File: src/rtl/ep_arb_if.sv
// ep_arb_if: endpoint channel handshake, per-client handshake and client TRN tx buses for ep_arb.
// master is the arbiter side; slave is the channel/client side.
interface ep_arb_if #(
    parameter int unsigned NCH = 3
);
    logic               chn_trn;
    logic               chn_drvn;
    logic               chn_reqep;

    logic [NCH-1:0]     cl_reqep;
    logic [NCH-1:0]     cl_drvn;
    logic [NCH-1:0]     cl_trn;

    logic [NCH*64-1:0]  cl_trn_td;
    logic [NCH*8-1:0]   cl_trn_trem_n;
    logic [NCH-1:0]     cl_trn_tsof_n;
    logic [NCH-1:0]     cl_trn_teof_n;
    logic [NCH-1:0]     cl_trn_tsrc_rdy_n;

    logic [63:0]        trn_td;
    logic [7:0]         trn_trem_n;
    logic               trn_tsof_n;
    logic               trn_teof_n;
    logic               trn_tsrc_rdy_n;

    logic               wdog_to;

    modport master (
        input  chn_trn,
        input  cl_reqep,
        input  cl_drvn,
        input  cl_trn_td,
        input  cl_trn_trem_n,
        input  cl_trn_tsof_n,
        input  cl_trn_teof_n,
        input  cl_trn_tsrc_rdy_n,
        output chn_drvn,
        output chn_reqep,
        output cl_trn,
        output trn_td,
        output trn_trem_n,
        output trn_tsof_n,
        output trn_teof_n,
        output trn_tsrc_rdy_n,
        output wdog_to
    );

    modport slave (
        output chn_trn,
        output cl_reqep,
        output cl_drvn,
        output cl_trn_td,
        output cl_trn_trem_n,
        output cl_trn_tsof_n,
        output cl_trn_teof_n,
        output cl_trn_tsrc_rdy_n,
        input  chn_drvn,
        input  chn_reqep,
        input  cl_trn,
        input  trn_td,
        input  trn_trem_n,
        input  trn_tsof_n,
        input  trn_teof_n,
        input  trn_tsrc_rdy_n,
        input  wdog_to
    );
endinterface

File: src/rtl/ep_arb.sv
// ep_arb: shares one PCIe endpoint TRN tx channel among NCH clients and muxes the granted bus.
// Define EP_ARB_WDOG_EN to revoke grants whose client does not start driving within GRANT_TO cycles.
module ep_arb #(
    parameter int unsigned    NCH      = 3,
    parameter int unsigned    MODE     = 0,
    parameter logic [NCH-1:0] REQ_MASK = '1,
    parameter int unsigned    GRANT_TO = 16
) (
    input  logic     clk,
    input  logic     rst_n,
    ep_arb_if.master bus
);
    localparam int unsigned WW = (NCH > 1) ? $clog2(NCH) : 1;

    typedef enum logic [1:0] {
        StIdle,
        StGrant,
        StBusy,
        StRelease
    } state_e;

    state_e         state_q, state_d;
    logic [WW-1:0]  w_q, w_d;
    logic [WW-1:0]  ptr_q, ptr_d;
    logic [NCH-1:0] cl_trn_q, cl_trn_d;
    logic           chn_reqep_q, chn_reqep_d;
    logic           ready_q;

    logic [NCH-1:0] eligible;
    logic           any_elig;
    logic [WW-1:0]  win;
    logic           found;
    int             idx;
    logic           win_drvn;
    logic           wdog_fire;

    // Unmasked clients have no request line and always compete.
    assign eligible = bus.cl_reqep | ~REQ_MASK;
    assign any_elig = |eligible;
    assign win_drvn = bus.cl_drvn[w_q];

    always_comb begin
        win   = '0;
        found = 1'b0;
        idx   = 0;
        if (MODE == 1) begin
            for (int i = 0; i < int'(NCH); i++) begin
                if (!found && eligible[i]) begin
                    win   = WW'(i);
                    found = 1'b1;
                end
            end
        end else begin
            for (int k = 0; k < int'(NCH); k++) begin
                idx = int'(ptr_q) + k;
                if (idx >= int'(NCH)) begin
                    idx = idx - int'(NCH);
                end
                if (!found && eligible[idx]) begin
                    win   = WW'(idx);
                    found = 1'b1;
                end
            end
        end
    end

    always_comb begin
        state_d  = state_q;
        w_d      = w_q;
        ptr_d    = ptr_q;
        cl_trn_d = cl_trn_q;
        unique case (state_q)
            StIdle: begin
                // ready_q holds off arbitration for the first edge after reset.
                if (ready_q && bus.chn_trn && any_elig) begin
                    w_d      = win;
                    cl_trn_d = {{(NCH-1){1'b0}}, 1'b1} << win;
                    state_d  = StGrant;
                end
            end
            StGrant: begin
                if (win_drvn) begin
                    state_d = StBusy;
                end else if (wdog_fire || !bus.chn_trn) begin
                    cl_trn_d = '0;
                    state_d  = StRelease;
                end
            end
            StBusy: begin
                if (!win_drvn) begin
                    cl_trn_d = '0;
                    state_d  = StRelease;
                end
            end
            StRelease: begin
                ptr_d   = (w_q == WW'(NCH - 1)) ? '0 : w_q + 1'b1;
                state_d = StIdle;
            end
            default: begin
                cl_trn_d = '0;
                state_d  = StIdle;
            end
        endcase
        chn_reqep_d = (state_d == StIdle) && any_elig;
    end

    always_ff @(posedge clk or negedge rst_n) begin
        if (!rst_n) begin
            state_q     <= StIdle;
            w_q         <= '0;
            ptr_q       <= '0;
            cl_trn_q    <= '0;
            chn_reqep_q <= 1'b0;
            ready_q     <= 1'b0;
        end else begin
            state_q     <= state_d;
            w_q         <= w_d;
            ptr_q       <= ptr_d;
            cl_trn_q    <= cl_trn_d;
            chn_reqep_q <= chn_reqep_d;
            ready_q     <= 1'b1;
        end
    end

`ifdef EP_ARB_WDOG_EN
    localparam int unsigned CW = (GRANT_TO > 1) ? $clog2(GRANT_TO) : 1;

    logic [CW-1:0] wcnt_q, wcnt_d;
    logic          wdog_q, wdog_d;

    assign wdog_fire = (state_q == StGrant) && !win_drvn && (wcnt_q == CW'(GRANT_TO - 1));

    always_comb begin
        wcnt_d = wcnt_q;
        wdog_d = wdog_fire;
        if (state_q == StIdle && state_d == StGrant) begin
            wcnt_d = '0;
        end else if (state_q == StGrant) begin
            wcnt_d = wcnt_q + 1'b1;
        end
    end

    always_ff @(posedge clk or negedge rst_n) begin
        if (!rst_n) begin
            wcnt_q <= '0;
            wdog_q <= 1'b0;
        end else begin
            wcnt_q <= wcnt_d;
            wdog_q <= wdog_d;
        end
    end

    assign bus.wdog_to = wdog_q;
`else
    assign wdog_fire   = 1'b0;
    assign bus.wdog_to = 1'b0;
`endif

    assign bus.cl_trn    = cl_trn_q;
    assign bus.chn_reqep = chn_reqep_q;
    assign bus.chn_drvn  = (state_q != StIdle);

    always_comb begin
        bus.trn_td         = '0;
        bus.trn_trem_n     = '1;
        bus.trn_tsof_n     = 1'b1;
        bus.trn_teof_n     = 1'b1;
        bus.trn_tsrc_rdy_n = 1'b1;
        if (cl_trn_q[w_q]) begin
            bus.trn_td         = bus.cl_trn_td[w_q*64 +: 64];
            bus.trn_trem_n     = bus.cl_trn_trem_n[w_q*8 +: 8];
            bus.trn_tsof_n     = bus.cl_trn_tsof_n[w_q];
            bus.trn_teof_n     = bus.cl_trn_teof_n[w_q];
            bus.trn_tsrc_rdy_n = bus.cl_trn_tsrc_rdy_n[w_q];
        end
    end

`ifndef SYNTHESIS
    a_trn_onehot: assert property (@(posedge clk) disable iff (!rst_n) $onehot0(cl_trn_q));
    a_trn_is_w: assert property (@(posedge clk) disable iff (!rst_n)
        (cl_trn_q != '0) |-> cl_trn_q[w_q]);
`endif

endmodule
File: src/flat_wrapper.sv
// flat-port wrapper written by rule: the top's interface ports become plain ports
module ep_arb_flat 
#(
    parameter int unsigned    NCH      = 3,
    parameter int unsigned    MODE     = 0,
    parameter logic [NCH-1:0] REQ_MASK = '1,
    parameter int unsigned    GRANT_TO = 16
)
  (clk, rst_n, bus_chn_trn, bus_cl_reqep, bus_cl_drvn, bus_cl_trn_td, bus_cl_trn_trem_n, bus_cl_trn_tsof_n, bus_cl_trn_teof_n, bus_cl_trn_tsrc_rdy_n, bus_chn_drvn, bus_chn_reqep, bus_cl_trn, bus_trn_td, bus_trn_trem_n, bus_trn_tsof_n, bus_trn_teof_n, bus_trn_tsrc_rdy_n, bus_wdog_to);
  ep_arb_if #(.NCH(NCH)) bus_i ();
  input  logic clk;
  input  logic rst_n;
  input wire logic [$bits(bus_i.chn_trn)-1:0] bus_chn_trn;
  input wire logic [$bits(bus_i.cl_reqep)-1:0] bus_cl_reqep;
  input wire logic [$bits(bus_i.cl_drvn)-1:0] bus_cl_drvn;
  input wire logic [$bits(bus_i.cl_trn_td)-1:0] bus_cl_trn_td;
  input wire logic [$bits(bus_i.cl_trn_trem_n)-1:0] bus_cl_trn_trem_n;
  input wire logic [$bits(bus_i.cl_trn_tsof_n)-1:0] bus_cl_trn_tsof_n;
  input wire logic [$bits(bus_i.cl_trn_teof_n)-1:0] bus_cl_trn_teof_n;
  input wire logic [$bits(bus_i.cl_trn_tsrc_rdy_n)-1:0] bus_cl_trn_tsrc_rdy_n;
  output wire logic [$bits(bus_i.chn_drvn)-1:0] bus_chn_drvn;
  output wire logic [$bits(bus_i.chn_reqep)-1:0] bus_chn_reqep;
  output wire logic [$bits(bus_i.cl_trn)-1:0] bus_cl_trn;
  output wire logic [$bits(bus_i.trn_td)-1:0] bus_trn_td;
  output wire logic [$bits(bus_i.trn_trem_n)-1:0] bus_trn_trem_n;
  output wire logic [$bits(bus_i.trn_tsof_n)-1:0] bus_trn_tsof_n;
  output wire logic [$bits(bus_i.trn_teof_n)-1:0] bus_trn_teof_n;
  output wire logic [$bits(bus_i.trn_tsrc_rdy_n)-1:0] bus_trn_tsrc_rdy_n;
  output wire logic [$bits(bus_i.wdog_to)-1:0] bus_wdog_to;
  assign bus_i.chn_trn = bus_chn_trn;
  assign bus_i.cl_reqep = bus_cl_reqep;
  assign bus_i.cl_drvn = bus_cl_drvn;
  assign bus_i.cl_trn_td = bus_cl_trn_td;
  assign bus_i.cl_trn_trem_n = bus_cl_trn_trem_n;
  assign bus_i.cl_trn_tsof_n = bus_cl_trn_tsof_n;
  assign bus_i.cl_trn_teof_n = bus_cl_trn_teof_n;
  assign bus_i.cl_trn_tsrc_rdy_n = bus_cl_trn_tsrc_rdy_n;
  assign bus_chn_drvn = bus_i.chn_drvn;
  assign bus_chn_reqep = bus_i.chn_reqep;
  assign bus_cl_trn = bus_i.cl_trn;
  assign bus_trn_td = bus_i.trn_td;
  assign bus_trn_trem_n = bus_i.trn_trem_n;
  assign bus_trn_tsof_n = bus_i.trn_tsof_n;
  assign bus_trn_teof_n = bus_i.trn_teof_n;
  assign bus_trn_tsrc_rdy_n = bus_i.trn_tsrc_rdy_n;
  assign bus_wdog_to = bus_i.wdog_to;
  ep_arb #(.NCH(NCH), .MODE(MODE), .REQ_MASK(REQ_MASK), .GRANT_TO(GRANT_TO)) u_core (.clk(clk), .rst_n(rst_n), .bus(bus_i));
endmodule
File: config.mk
export PLATFORM = sky130hd
export DESIGN_NAME = ep_arb_flat
export DESIGN_NICKNAME = d
export VERILOG_FILES = /design/src/rtl/ep_arb_if.sv /design/src/rtl/ep_arb.sv /design/src/flat_wrapper.sv
export SDC_FILE = /design/constraint.sdc
export NUM_CORES = 1
export LEC_CHECK = 0
export ABC_CLOCK_PERIOD_IN_PS = 3480
export BUFFER_PORTS_ARGS = -buffer_cell sky130_fd_sc_hd__buf_2
export CAP_MARGIN = 20
export CORE_AREA = 2 2 122 124
export DETAILED_ROUTE_END_ITERATION = 8
export DIE_AREA = 0 0 124 126
export PLACE_DENSITY = 0.54
export SLEW_MARGIN = 0
export SYNTH_ARGS = -nofsm -noshare
export SYNTH_HDL_FRONTEND = slang
export SYNTH_SLANG_ARGS = --single-unit
export TNS_END_PERCENT = 30
File: constraint.sdc
create_clock -name clk -period 3.48 [get_ports clk]
set_input_delay 0.174 -clock clk [delete_from_list [all_inputs] [get_ports clk]]
set_output_delay 0.174 -clock clk [all_outputs]
set_load 0.01 [all_outputs]
==> flow_summary.json, run 1 <==
{
  "status": "finished clean",
  "num_vias": 3866,
  "cts_buffers": 3,
  "synth_mux_area_share_pct": 30.93,
  "timing.final.max_slew_violations": 0,
  "viasPerCell": 4.378,
  "fp.coreArea_sq_um": 14310,
  "setup_tns_ps": 0,
  "synthAdderAreaFrac_pct": 4.161,
  "synth_xor_area_share_pct": 0,
  "synth-warning-count": 0,
  "crit_type": "reg -> out",
  "port_buffers": 313,
  "critPathCaptureType": "primary output",
  "cpMaxStageDelayCell": "buf_4",
  "reg2regPathDepth": 7,
  "post-route-drc-count": 0,
  "ant_nets": 0,
  "cap_violations": 0,
  "synthFlopType": "dfrtp_1",
  "finalCritPeriodShare_pct": 66.44,
  "grt_overflow": 0,
  "chipWidth_um": 124,
  "clock-sinks": 11,
  "path_max_fanout": 50,
  "place_inst": 878,
  "r2r_slack_ps": 1530,
  "cts_setup_buffers": 0,
  "wire_per_inst_um": 13.56,
  "synth-seq-cells": 11,
  "ff_latch_area_sq_um": 280.3,
  "seq_area_frac_synth_pct": 10.17,
  "synth_top_family_by_area": "multiplexers",
  "hpwl_um": 9539,
  "fmax_mhz": 432.5,
  "initial_core_util_pct": 18.91,
  "io_pins": 315,
  "slew_headroom_pct": 42.72,
  "synth_compound_area_share_pct": 22.05,
  "grt_usage_pct": 13.66,
  "worst_pin_slew_ps": 859.2,
  "die_h_um": 126,
  "pre_cts_ws_ps": 1431,
  "worstHoldPathType": "in -> reg",
  "ir_drop_mv": 0.2864,
  "critPathMaxStageDelay_ps": 650,
  "gp_congestion": 0.7867,
  "rsz0062_at_grt": "false",
  "avgSynthCellArea_sq_um": 6.649,
  "drive_above_1_share_pct": 48.50,
  "drt-initial-drc-count": 78,
  "reg2reg_from": "u_core.ptr_q[0]",
  "finalCriticalPeriod_ps": 2312,
  "clk_latency_ps": 240,
  "fin_cells": 883,
  "crit_arrival_ps": 2140,
  "grt_pass1_vias": 3420,
  "multi_input_area_sq_um": 2243,
  "area_delta_synth_final_pct": 66.11,
  "h-tree-depth": 1,
  "grt_pass1_wl_um": 17110,
  "crit_path_start": "u_core.w_q[0]",
  "timing.rr.end": "u_core.bus.cl_trn[1]",
  "diodes": 0,
  "hold_viol": 0,
  "clock_path_buffers": 2,
  "path_clk_slew_ps": 40,
  "cellPowerDensity_nw_per_um2": 679.3,
  "antenna_found_initial": 1,
  "syn_inst": 407,
  "cpMostUsedCell": "nor2_1",
  "rows": 44,
  "drtPass1Iterations": 4,
  "synth_edf_count": 0,
  "wirelength_um": 11970,
  "dieArea_sq_um": 15620,
  "cp_data_required_time_ps": 3310,
  "num-nets-final": 943,
  "fill_cells": 1635,
  "ys_types": 37,
  "crit_path_start_kind": "flip-flop",
  "async_flop_share_pct": 100.0,
  "synth-simple-area-share_pct": 25.20,
  "p_leak_nw": 2.357,
  "grt_max_degree": 55,
  "layout_setup_ws_ps": 1168,
  "clock-root-buffer": "clkbuf_16",
  "synthesis.area_sq_um": 2706,
  "setup_viol": 0,
  "ctsResizeCount": 0,
  "path_cells": "buf_4 -> mux2i_1 -> nor2_1 -> a21oi_1 -> nor2_1 -> buf_2",
  "syn_nets": 650,
  "cts_tree": "built",
  "skew_ps": 3.317,
  "setup.worst_path.end": "bus_trn_td[2]"
}
## per-layer routing
layer  track usage [%]  up-vias  share of wire (%)
li1                  -     1985                  -
met5                 0        -                  0
met2             27.05      177                 51
met1             15.70     1699                 40
met3             2.083        5                9.0
met4            0.9914        0               0.26
## power breakdown
group / switching, mW / internal [mW] / total [mW] / leakage (nW)
sequential: 0.0489 / 0.184 / 0.233 / 0.137
clock: 0.0590 / 0.154 / 0.213 / 0.0382
combinational: 1.52 / 1.09 / 2.61 / 2.18
## Yosys cell counts (3+ instances only)
cell type | n | area [sq um]
nor2_1 | 133 | 499.2
mux2i_1 | 78 | 780.8
a21oi_1 | 66 | 330.3
buf_2 | 15 | 75.07
clkbuf_1 | 13 | 48.80
nand2_1 | 13 | 48.80
o211ai_1 | 12 | 90.09
dfrtp_1 | 11 | 275.3
ha_1 | 9 | 112.6
nor2b_1 | 7 | 43.79
o21ai_0 | 6 | 30.03
inv_1 | 5 | 18.77
mux2_2 | 5 | 56.30
buf_4 | 3 | 22.52
## critical path, delay by kind of cell (launching register included)
| family | cells | cell delay [ps] |
|---|---|---|
| AND/OR/NAND/NOR | 2 | 120 |
| buffers and inverters | 2 | 800 |
| AO/OA/AOI/OAI | 1 | 130 |
| multiplexers | 1 | 320 |
| flip-flops | 1 | 450 |
## sequential cells by signal, indices dropped and copies added, names as in the netlist
name and count:
u_core.bus.chn_reqep 1, u_core.bus.cl_trn 3, u_core.ptr_q 2, u_core.ready_q 1
u_core.state_q 2, u_core.w_q 2
## placed cells by master (no fill, tap or decap), drive strengths merged, types with 6 or more instances in the layout
cell,n
ha,9
nor2,133
buf,322
dfrtp,11
nand2,13
o211ai,12
mux2i,78
o21ai,6
a21oi,68
nor2b,8
## metrics by stage
stage          instance area (sq um)  total power [mW]  utilization [%]  hold WS, ps
3_5_place_dp                    4407             2.862            30.79        62.66
2_1_floorplan                   2706             2.010                -       -121.6
4_1_cts                         4496             3.093            31.41        332.0
6_report                        4496             3.054            31.41        332.8
5_1_grt                         4496             3.374            31.41        376.2
3_3_place_gp                    4407             2.887            30.79        64.08
## cell families (layout without fill, tap and decap cells)
group / count (synthesis) / in the layout
other cells: 2 / 2
fa+ha+maj: 9 / 9
simple gates: 165 / 165
mux: 83 / 83
buf+inv: 40 / 332
compound gates: 97 / 97
flops: 11 / 11
## area by class of cell
cell class	instances	area share, %
inverter	5	0.4175
clock buffer	4	1.753
sequential	11	6.234
tap	184	5.121
timing repair buffer	323	36.57
multi-input combinational	356	49.90
## worst min-delay path by stage
stage / start / cells after the start / slack, ps / endpoint
after floorplan: rst_n / 0 / -120 / u_core.bus.chn_reqep
after global placement: rst_n / 1 / 60 / u_core.bus.chn_reqep
after detailed placement: rst_n / 1 / 60 / u_core.bus.chn_reqep
after CTS: bus_cl_reqep[1] / 3 / 330 / u_core.bus.chn_reqep
after global routing: bus_cl_reqep[1] / 3 / 380 / u_core.bus.chn_reqep
final: bus_cl_reqep[1] / 3 / 330 / u_core.bus.chn_reqep
## timing repair
action                                 CTS  global route
setup endpoints to repair                0             0
endpoints found under the hold margin   11             0
hold buffers                             1             0
Power figures use the tool's default switching activity.
==> run 2, diff against run 1 <==
--- a/config.mk
+++ b/config.mk
@@ -5,7 +5,7 @@
 export SDC_FILE = /design/constraint.sdc
 export NUM_CORES = 1
 export LEC_CHECK = 0
-export ABC_CLOCK_PERIOD_IN_PS = 3480
+export ABC_CLOCK_PERIOD_IN_PS = 2140
 export BUFFER_PORTS_ARGS = -buffer_cell sky130_fd_sc_hd__buf_2
 export CAP_MARGIN = 20
 export CORE_AREA = 2 2 122 124
==> constraint.sdc (replaced) <==
create_clock -name clk -period 2.14 [get_ports clk]
set_input_delay 0.107 -clock clk [delete_from_list [all_inputs] [get_ports clk]]
set_output_delay 0.107 -clock clk [all_outputs]
set_load 0.01 [all_outputs]
==> flow_summary.json, run 2 (same netlist as run 1, synthesis figures left out) <==
{
  "grt_most_used_layer": "met2",
  "num-nets-final": 944,
  "rows": 44,
  "chipWidth_um": 124,
  "hpwl_um": 9629,
  "wire_per_inst_um": 13.33,
  "critPathCaptureType": "primary output",
  "p_leak_nw": 2.375,
  "fill_cells": 1625,
  "crit_type": "reg -> out",
  "cts_buffers": 3,
  "cpMaxStageDelayCell": "dfrtp_4",
  "setup_tns_ps": 0,
  "path_max_fanout": 30,
  "clk_latency_ps": 240,
  "finish.instance_area_sq_um": 4541,
  "cts_tree": "built",
  "drt-initial-drc-count": 75,
  "drive_above_1_share_pct": 48.57,
  "cts.hold.buffers_added": 1,
  "clock-root-buffer": "clkbuf_16",
  "crit_arrival_ps": 1820,
  "grtUsageMet2_pct": 25.99,
  "clock-sinks": 11,
  "fp.coreArea_sq_um": 14310,
  "final_cell_mix": "313 x buf_2, 133 x nor2_1, 78 x mux2i_1",
  "initial_core_util_pct": 18.91,
  "fmax_mhz": 520.0,
  "place_area_sq_um": 4452,
  "finalCritPeriodShare_pct": 89.86,
  "ir_drop_mv": 0.4569,
  "grt_overflow": 0,
  "num_vias": 3860,
  "dieArea_sq_um": 15620,
  "gp_congestion": 0.7656,
  "clock_path_buffers": 2,
  "worstHoldPathType": "in -> async",
  "grt_max_degree": 41,
  "ff_latch_area_sq_um": 280.3,
  "crit_path_start_kind": "flip-flop",
  "wirelength_um": 11780,
  "die_h_um": 126,
  "ctsResizeCount": 0,
  "final_common_cell": "buf_2",
  "gr-usage-met1_pct": 15.58,
  "path_buf_inv": 2,
  "viasPerCell": 4.367,
  "io_pins": 315,
  "multi_input_area_sq_um": 2243,
  "grt_pass1_vias": 3470,
  "skew_ps": 3.575,
  "cap_violations": 0,
  "h-tree-depth": 1,
  "timing.final.max_slew_violations": 0,
  "path_clk_slew_ps": 40,
  "path_delay_family": "flip-flops",
  "grt_usage_pct": 13.28,
  "rsz0062_at_grt": "false",
  "diodes": 0,
  "cts_setup_buffers": 0,
  "cp_data_required_time_ps": 2030,
  "grt_pass1_wl_um": 16890,
  "post-route-drc-count": 0,
  "status": "finished clean",
  "critPathMaxStageDelay_ps": 530,
  "path_cells": "nor2b_4 -> buf_4 -> a21oi_1 -> nor2_1 -> buf_2",
  "finalCriticalPeriod_ps": 1923,
  "port_buffers": 313,
  "area_delta_synth_final_pct": 67.78,
  "drtPass1Iterations": 4,
  "antenna_found_initial": 0,
  "grtUsageMet3_pct": 1.766,
  "cellPowerDensity_nw_per_um2": 1112,
  "hold_viol": 0,
  "largest_reg_flops": 3,
  "setup_viol": 0,
  "ant_nets": 0
}
==> run 2: cell count changes in the layout (fill, tap and decap cells not counted), sizes merged <==
cell,change
buf,+1
==> run 2: power breakdown <==
| part | total [mW] | internal, mW | leakage [nW] | switching [mW] |
|---|---|---|---|---|
| registers | 0.397 | 0.300 | 0.137 | 0.0964 |
| clock network | 0.345 | 0.250 | 0.0382 | 0.0947 |
| logic | 4.31 | 1.84 | 2.20 | 2.47 |
==> run 2: stage by stage <==
stage                     hold WS [ps]  setup slack, ps  utilization (%)  total power, mW  std cells
final                            272.3            216.9            31.72            5.049        884
after global placement          -2.687            258.3            31.10            4.740        879
after floorplan                 -188.6            340.3                -            3.269        407
after global routing             318.4            64.56            31.72            5.549        884
after CTS                        273.6            172.6            31.72            5.111        884
after detailed placement         2.132            224.5            31.10            4.740        879
==> run 2: area by class of cell <==
cell class,instances,area share [%]
inverters,5,0.4133
well taps,184,5.070
multi-input cells,356,49.41
repair buffers,324,37.20
clock buffers,4,1.736
flip-flops and latches,11,6.173
==> run 2: final timing paths <==
check,start,end,slack [ps],cells past startpoint
min in group clk,bus_cl_reqep[1],u_core.bus.chn_reqep,270,3
setup reg to reg,u_core.ptr_q[0],u_core.bus.cl_trn[1],220,7
hold / removal,rst_n,u_core.w_q[0],270,2
setup / recovery,u_core.w_q[0],bus_trn_td[28],220,5
max in group asynchronous,rst_n,u_core.w_q[0],1630,2
hold reg to reg,u_core.bus.cl_trn[1],u_core.bus.cl_trn[1],550,1
==> run 2: metal layers <==
metal | part of all wire, % | vias to the layer above
met5 | 0 | -
met2 | 51 | 174
met1 | 40 | 1695
met3 | 8.9 | 2
met4 | 0.12 | 0
li1 | - | 1989
==> run 2: worst reg2reg max path, cell delays in order, from the launching register on <==
cell and delay, ps:
dfrtp_1 400, inv_1 110, ha_1 210, and3b_1 230, a2111oi_2 330, a211oi_1 110
nor3b_1 150, mux2_2 260
==> run 3, diff against run 2 <==
--- a/config.mk
+++ b/config.mk
@@ -5,13 +5,14 @@
 export SDC_FILE = /design/constraint.sdc
 export NUM_CORES = 1
 export LEC_CHECK = 0
+export ABC_AREA = 1
 export ABC_CLOCK_PERIOD_IN_PS = 2140
 export BUFFER_PORTS_ARGS = -buffer_cell sky130_fd_sc_hd__buf_2
 export CAP_MARGIN = 20
-export CORE_AREA = 2 2 122 124
+export CORE_AREA = 2 2 123 125
 export DETAILED_ROUTE_END_ITERATION = 8
-export DIE_AREA = 0 0 124 126
-export PLACE_DENSITY = 0.54
+export DIE_AREA = 0 0 125 127
+export PLACE_DENSITY = 0.53
 export SLEW_MARGIN = 0
 export SYNTH_ARGS = -nofsm -noshare
 export SYNTH_HDL_FRONTEND = slang
==> flow_summary.json, run 3 <==
{
  "syn_inst": 591,
  "grt_pass1_vias": 4097,
  "synth-seq-cells": 11,
  "hpwl_um": 10760,
  "p_total_mw": 4.968,
  "critPathCaptureType": "primary output",
  "synth_area_leaders": "nand2_1 45%, nand3_1 16%, dfrtp_1 10%",
  "ys_types": 17,
  "drive_above_1_share_pct": 39.77,
  "clk_latency_ps": 240,
  "worstHoldPathType": "in -> async",
  "hold_viol": 0,
  "synth_edf_count": 0,
  "port_buffers": 313,
  "skew_ps": 0.6019,
  "dieArea_sq_um": 15880,
  "fmax_mhz": 527.1,
  "avgSynthCellArea_sq_um": 4.668,
  "largest_reg_flops": 3,
  "synth_top_area_share_pct": 45.03,
  "path_clk_slew_ps": 40,
  "cts_setup_buffers": 0,
  "clock-root-buffer": "clkbuf_16",
  "pre_cts_ws_ps": 411.6,
  "path_max_fanout": 35,
  "finalCriticalPeriod_ps": 1897,
  "grt_max_degree": 41,
  "setup_viol": 0,
  "synthesis.area_sq_um": 2759,
  "wire_per_inst_um": 12.70,
  "drtPass1Iterations": 4,
  "crit_arrival_ps": 1790,
  "cts_tree": "built",
  "synth-warning-count": 0,
  "yosys-top-cells-count": "331 x nand2_1, 89 x nand3_1, 60 x inv_1, 24 x inv_2, 21 x buf_2",
  "ant_nets": 0,
  "io_pins": 315,
  "crit_path_start_kind": "flip-flop",
  "fin_cells": 1069,
  "syn_nets": 834,
  "place_area_sq_um": 4512,
  "timing.final.max_slew_violations": 0,
  "async_flop_share_pct": 100.0,
  "path_cells": "inv_2 -> nand2_1 -> inv_2 -> buf_4 -> nand2_1 -> nand3_1 -> nand2_1 -> inv_2 -> buf_2",
  "gp_congestion": 0.8380,
  "seq_area_frac_synth_pct": 9.977,
  "cap_violations": 0,
  "final_common_cell": "nand2_1",
  "num_vias": 4493,
  "cts_buffers": 3,
  "viasPerCell": 4.203,
  "synth_top_area_cell": "nand2_1",
  "finish.instance_area_sq_um": 4601,
  "p_leak_nw": 3.182,
  "die_h_um": 127,
  "wirelength_um": 13580,
  "area_delta_synth_final_pct": 66.76,
  "status": "finished clean",
  "clock-sinks": 11,
  "initial_core_util_pct": 19.13,
  "cp_data_required_time_ps": 2030,
  "crit_type": "reg -> out",
  "setup_tns_ps": 0,
  "rows": 44,
  "drt-initial-drc-count": 212,
  "critPathMaxStageDelay_ps": 430,
  "post-route-drc-count": 0,
  "final_cell_mix": "331 x nand2_1, 313 x buf_2, 88 x nand3_1",
  "finalCritPeriodShare_pct": 88.66,
  "cellPowerDensity_nw_per_um2": 1080,
  "fp.coreArea_sq_um": 14420,
  "chipWidth_um": 125,
  "rsz0062_at_grt": "false",
  "grt_usage_pct": 15.76,
  "clock_path_buffers": 2,
  "num-nets-final": 1129,
  "cpMaxStageDelayCell": "dfrtp_1",
  "antenna_found_initial": 0,
  "synthFlopType": "dfrtp_1",
  "place_inst": 1064,
  "layout_setup_ws_ps": 242.7,
  "h-tree-depth": 1,
  "diodes": 0,
  "ir_drop_mv": 0.5727,
  "grt_overflow": 0,
  "synth.most_common_cell": "nand2_1",
  "grt_pass1_wl_um": 20890
}
==> run 3: cell count changes in the layout (fill, tap and decap cells not counted), sizes merged, moves of 12 or more <==
cell	before	now
nand2	13	331
nor2	133	9
nand3	0	89
inv	5	84
mux2i	78	0
a21oi	68	3
o211ai	12	0
==> run 3: final timing paths <==
path / from / end / slack (ps) / cells past startpoint
setup / recovery: u_core.w_q[1] / bus_trn_td[37] / 240 / 9
setup reg to reg: u_core.ptr_q[0] / u_core.w_q[1] / 400 / 11
hold reg to reg: u_core.bus.cl_trn[1] / u_core.bus.cl_trn[1] / 550 / 2
max in group asynchronous: rst_n / u_core.ptr_q[0] / 1670 / 2
hold / removal: rst_n / u_core.bus.chn_reqep / 270 / 2
min in group clk: bus_cl_reqep[2] / u_core.bus.chn_reqep / 330 / 5
==> run 3: area by class of cell <==
class	count	area, sq um
inverters	84	315.3
clock buffers	4	78.83
well taps	184	230.2
fillers	1700	9823
flip-flops and latches	11	275.3
multi-input cells	463	1994
repair buffers	323	1707
==> run 3: what timing repair did <==
action,in CTS,in global routing
hold buffers,1,0
hold endpoints to repair,11,0
gates resized for setup,0,0
==> run 3: logic make-up (layout without fill, tap and decap cells) <==
| family | Yosys count | in the layout | synth area share, % |
|---|---|---|---|
| AND/OR/NAND/NOR | 433 | 433 | 63.49 |
| buffers and inverters | 117 | 411 | 18.10 |
| AO/OA/AOI/OAI | 19 | 19 | 4.081 |
| flip-flops | 11 | 11 | 9.977 |
| adder cells (fa/ha/maj) | 9 | 9 | 4.082 |
| other | 2 | 2 | 0.2722 |
==> run 3: report_power, final <==
part	switching, mW	total (mW)	internal (mW)
clock	0.0924	0.343	0.250
sequential	0.0888	0.383	0.294
combinational	2.71	4.24	1.53
total	2.89	4.97	2.07
==> run 3: stage by stage <==
| stage | hold WS (ps) | util [%] |
|---|---|---|
| detailed placement | -11.75 | 31.28 |
| CTS | 266.9 | 31.90 |
| finish | 266.5 | 31.90 |
| floorplan | -188.6 | - |
| global placement | -13.44 | 31.28 |
| global route | 302.1 | 31.90 |
==> run 3: per-layer routing <==
layer  up-vias  track usage [%]  part of all wire, %
met3        10            2.303                  6.4
met5         -                0                    0
met2       185            28.74                   49
met1      1929            20.31                   44
met4         0            1.895                 0.77
li1       2369                -                    -
==> run 3: worst max-delay path, delay by kind of cell (launching register included) <==
kind	cells	cell delay (ps)
buffers and inverters	5	690
and+or+nand+nor	4	400
DFF	1	430
